--- src/rtl/cpu_datapath.sv ---
// Bus-and-register datapath of the 8-bit SAP CPU.
//
// Sits downstream of the microcode decoder and turns its control strobes into
// register transfers over a single shared bus. Holds PC, MAR, a 16x8 RAM, IR,
// A, B, the ALU, the carry/zero flags and the output register. A programming
// port loads RAM while prog_mode is high.
//
// Ports:
//   clk, rst           clock (posedge state updates), async active-low reset
//   hlt .. j           decoder control strobes (one bit each)
//   prog_mode          programming mode: CPU state holds, RAM writable via port
//   prog_we/addr/data  programming write port
//   insn               IR contents, back to the decoder
//   out_val/out_valid  output register and its one-cycle load pulse
//   pc                 program counter
//   bus, bus_conflict  debug view of the bus and a multi-driver indication
//   cf, zf             carry and zero flags
module cpu_datapath #(
  parameter int unsigned DATA_W = 8,
  parameter int unsigned ADDR_W = 4
) (
  input  logic              clk,
  input  logic              rst,
  input  logic              hlt,
  input  logic              mi,
  input  logic              ri,
  input  logic              ro,
  input  logic              io,
  input  logic              ii,
  input  logic              ai,
  input  logic              ao,
  input  logic              sumo,
  input  logic              sub,
  input  logic              bi,
  input  logic              oi,
  input  logic              ce,
  input  logic              co,
  input  logic              j,
  input  logic              prog_mode,
  input  logic              prog_we,
  input  logic [ADDR_W-1:0] prog_addr,
  input  logic [DATA_W-1:0] prog_data,
  output logic [DATA_W-1:0] insn,
  output logic [DATA_W-1:0] out_val,
  output logic              out_valid,
  output logic [ADDR_W-1:0] pc,
  output logic [DATA_W-1:0] bus,
  output logic              bus_conflict,
  output logic              cf,
  output logic              zf
);

  localparam int unsigned Depth = 2 ** ADDR_W;

  logic [ADDR_W-1:0] pc_q;
  logic [ADDR_W-1:0] mar_q;
  logic [DATA_W-1:0] ir_q;
  logic [DATA_W-1:0] a_q;
  logic [DATA_W-1:0] b_q;
  logic [DATA_W-1:0] out_q;
  logic              out_valid_q;
  logic              cf_q;
  logic              zf_q;
  logic [DATA_W-1:0] ram_q [Depth];

  logic [DATA_W-1:0] b_op;
  logic [DATA_W:0]   alu9;
  logic [DATA_W-1:0] alu_res;
  logic              alu_carry;
  logic [2:0]        n_drv;
  logic              run;

  // Subtraction is A + ~B + 1, so carry=1 means no borrow.
  always_comb begin
    b_op      = sub ? ~b_q : b_q;
    alu9      = {1'b0, a_q} + {1'b0, b_op} + {{DATA_W{1'b0}}, sub};
    alu_res   = alu9[DATA_W-1:0];
    alu_carry = alu9[DATA_W];
  end

  // Priority bus mux; lower-priority drivers are simply shadowed.
  always_comb begin
    bus = '0;
    if (ro)        bus = ram_q[mar_q];
    else if (io)   bus = {{(DATA_W-4){1'b0}}, ir_q[3:0]};
    else if (ao)   bus = a_q;
    else if (sumo) bus = alu_res;
    else if (co)   bus = {{(DATA_W-ADDR_W){1'b0}}, pc_q};
  end

  always_comb begin
    n_drv        = {2'b0, ro} + {2'b0, io} + {2'b0, ao} + {2'b0, sumo} + {2'b0, co};
    bus_conflict = (n_drv > 3'd1);
  end

  assign run = ~hlt & ~prog_mode;

  // All loads sample the pre-edge bus, so same-edge read/modify works.
  always_ff @(posedge clk or negedge rst) begin
    if (!rst) begin
      pc_q        <= '0;
      mar_q       <= '0;
      ir_q        <= '0;
      a_q         <= '0;
      b_q         <= '0;
      out_q       <= '0;
      out_valid_q <= 1'b0;
      cf_q        <= 1'b0;
      zf_q        <= 1'b0;
    end else if (run) begin
      if (mi) mar_q <= bus[ADDR_W-1:0];
      if (ii) ir_q <= bus;
      if (ai) begin
        a_q <= bus;
        if (sumo) begin
          cf_q <= alu_carry;
          zf_q <= (alu_res == '0);
        end
      end
      if (bi) b_q <= bus;
      if (oi) out_q <= bus;
      out_valid_q <= oi;
      if (j)       pc_q <= bus[ADDR_W-1:0];
      else if (ce) pc_q <= pc_q + ADDR_W'(1);
    end else begin
      out_valid_q <= 1'b0;
    end
  end

  // RAM has no reset; sampling rst here drops a write on an edge where reset
  // is already asserted. A RAM-to-RAM transfer (ri with ro) is not a write.
  always_ff @(posedge clk) begin
    if (rst) begin
      if (prog_mode) begin
        if (prog_we) ram_q[prog_addr] <= prog_data;
      end else if (!hlt && ri && !ro) begin
        ram_q[mar_q] <= bus;
      end
    end
  end

  assign insn      = ir_q;
  assign out_val   = out_q;
  assign out_valid = out_valid_q;
  assign pc        = pc_q;
  assign cf        = cf_q;
  assign zf        = zf_q;

endmodule

--- config.mk ---
export PLATFORM = sky130hd
export DESIGN_NAME = cpu_datapath
export DESIGN_NICKNAME = d
export VERILOG_FILES = /design/src/rtl/cpu_datapath.sv
export SDC_FILE = /design/constraint.sdc
export NUM_CORES = 1
export LEC_CHECK = 0
export CORE_ASPECT_RATIO = 0.75
export CORE_UTILIZATION = 25
export CTS_CLUSTER_DIAMETER = 120
export CTS_CLUSTER_SIZE = 16
export DETAILED_ROUTE_END_ITERATION = 8
export SLEW_MARGIN = 20
export SYNTH_ARGS = -nofsm -noshare
export SYNTH_HDL_FRONTEND = slang
export SYNTH_SLANG_ARGS = --single-unit
--- constraint.sdc ---
create_clock -name clk -period 9.54 [get_ports clk]
set_clock_uncertainty 0.2 [all_clocks]
set_input_delay 1.908 -clock clk [delete_from_list [all_inputs] [get_ports clk]]
set_output_delay 1.908 -clock clk [all_outputs]
set_load 0.02 [all_outputs]
==> impl_results.md <==
* Core area at around 30,000 sq um
* Clock Root Buffer: clkbuf_16
* WL per Instance at 18.8 um
* Failing checks: design-rule violations
* Crit Path Max Fanout at 8
* Antenna violations before repair at 0
* Period utilization at between 70% and 80%
* Largest stage delay, worst path at roughly 750 ps
* Buf/Inv on CP at 4
* CP cell instances: clkdlybuf4s50_1 -> xor2_1 -> inv_1 -> fa_1 -> nand3b_1 -> a31o_2 -> mux2i_1 -> a211oi_1 -> inv_1 -> clkdlybuf4s50_1
* TritonCTS Sinks at 171
* Max-slew headroom at 21.8%
* DRT antenna net count at 0
* Top cells by area, synth: edfxtp_1 (49%), dfrtp_1 (14%), mux4_2 (4.3%), nor2_1 (2.9%), a21oi_1 (2.6%)
* Row cnt at 55
* Post-CTS Setup Inserts at 0
* I/O Pins at 63
* Worst Tran Pin Value at approximately 1200 ps
* TritonCTS clock tree: done
* Design Area, Final at 9470 sq um
* Final Hold Fails at 0
* Post-synth cell types at 65
* Area leader, netlist: edfxtp_1
* Startpoint Class: input pin
* Total Wirelength at approximately 20,000 um
* First-pass GRT wire length at between 30,000 and 40,000 um
* Initial Util at ~26%
* Final core utilization at 31.1%
* Post-Syn Area per Cell at between 10 and 15 sq um
* Number of synthesized register bits at roughly 170
* Maximum vdd drop at between 0.1 and 0.15 mV
* Max_cap viols at 0
* CP arrival at ~5300 ps
* Clk pin slew, worst setup/hold paths at 70 ps
* Nets at 691
* Fmax at about 0.14 GHz
* Power per Cell Area at ~260 nW/um^2
* Later-pin clock latency in the skew report at ~430 ps
* Seq/Total Area, Yosys at 62.9%
* Crit Path Class: in -> out
* Post-CTS Hold Fix Bufs at 0
* First-pass DRT Iterations at 8
* Status: complete, but fails checks
* Unrepaired setup endpoints after global routing: false
* Full die area at 32,000 sq um
* DR DRC count at 6
* Global placement routability congestion at between 0.8 and 0.9
* Hold Path Class: reg -> reg
* CP required at between 7000 and 8000 ps
* Via count at 5,102
* CP endpoint kind: primary output
* Vias in the first global route at around 5,000
* Die H at 155 um
* Yosys top cell area share at 49.2%
* Share of layout cells above drive strength 1 at approximately 12%
* CP max stage cell: clkdlybuf4s50_1
* Final slew viol count at 0
* Most used DFF post-synth: edfxtp_1
* Via density at 4.82
* Ant diodes at 0
* H-Tree Depth at 4
* Final worst path period need at between 7000 and 8000 ps
* Post-DP HPWL at approximately 14,000 um
* Async set or reset register ratio after synthesis at about 25%
* Yosys warning count at 0
* Filler cells at ~3,000
* Die Width at approximately 210 um
* Placed cell area at just under 9000 sq um
* Cells after synthesis at between 500 and 600
* Post-synth net total at 631
* Post-synth EDFFs at between 100 and 150
* Largest net degree at the start of global routing at 50
* Cts repair resizes at 0
* GRT Total Usage at 12.8%
* Critical path's top delay family: buffers and inverters
* Area growth, synth to finish at 21.1%
* CTS max path bufs at 2
* Gr ovfl total at 0
* Port bufs at 62
* Num CTS Buffers at 17
* Most frequent cells in the layout: edfxtp_1 (128), clkdlybuf4s50_1 (61), nor2_1 (58), nand2_1 (44), dfrtp_1 (42)
* Final non-filler cell total at about 1,100
* Pleak at 3.35 nW
* DRT iter0 DRCs at 537
* Post-Syn Area at 7820 sq um
* Final setup violation count at 0
* # placed instances at 1,027
* Leading cell type in the layout, fill and taps excluded: edfxtp_1
* Setup_tns at 0 ps
## routing by layer
| metal | wire length, um | track usage, % | vias to the layer above |
|---|---|---|---|
| li1 | - | - | 2331 |
| met1 | 9890 | 19.7 | 2561 |
| met2 | 8570 | 17.9 | 187 |
| met3 | 1230 | 2.58 | 23 |
| met4 | 235 | 3.26 | 0 |
| met5 | 0 | 0 | - |
## power by group
group	switching (mW)	total (mW)	internal [mW]
Clock	0.299	0.713	0.415
Sequential	0.0624	0.928	0.865
Combinational	0.448	0.788	0.340
Total	0.809	2.43	1.62
## area by class of cell
class | instances | area [sq um] | area share (%)
tap | 399 | 499 | 5.27
timing repair buffer | 73 | 698 | 7.37
sequential | 171 | 4920 | 52.0
multi-input combinational | 362 | 2670 | 28.2
inverter | 22 | 82.6 | 0.872
clock buffer | 19 | 433 | 4.57
clock inverter | 13 | 166 | 1.76
## cells by family (layout without fill, tap and decap cells)
| family | Yosys count | in the layout | synth area share, % |
|---|---|---|---|
| xor gates and xnor gates | 12 | 12 | 1.34 |
| adders and majority gates | 13 | 13 | 2.27 |
| and+or+nand+nor | 169 | 169 | 10.5 |
| DFF | 171 | 171 | 62.9 |
| AOI/OAI and AO/OA | 119 | 119 | 9.92 |
| muxes | 49 | 49 | 10.1 |
| buffers and inverters | 54 | 127 | 2.99 |
## worst min-delay path: stages, from the launching register on
cell,delay [ps]
dfrtp_1,370
nand2_1,50
o21ai_0,60
## flip-flops by register name (all words and copies together), names as in the netlist
name / cells
pc: 4
insn: 8
b_q: 8
zf: 1
ram_q: 128
mar_q: 4
cf: 1
a_q: 8
out_val: 8
out_valid: 1
## per-stage QoR
stage	power [mW]	hold slack, ps	setup WS, ps
floorplan	1.47	269	3500
global placement	1.72	296	2240
finish	2.43	317	2150
detailed placement	1.72	300	2160
global route	2.54	345	1840
CTS	2.43	321	2150
## synth_stat cells (all sizes together), types with 13 or more instances
cell type and count:
edfxtp 128, nor2 60, nand2 44, dfrtp 43
a21oi 40, o21ai 24, inv 21, mux4 21
mux2i 18, clkbuf 17, buf 15, nor2b 13
## path summary, 6_finish.rpt
kind | depth (start not counted) | slack, ps | start | endpoint
setup reg to reg | 7 | 6130 | b_q[6] | ram_q[12][7]
setup / recovery | 10 | 2150 | sub | bus[6]
min in group asynchronous | 2 | 1360 | rst | insn[3]
hold reg to reg | 2 | 320 | insn[3] | insn[3]
hold / removal | 2 | 320 | insn[3] | insn[3]
max in group asynchronous | 2 | 7330 | rst | mar_q[1]
Note: power is estimated with default switching activity, not from simulation.
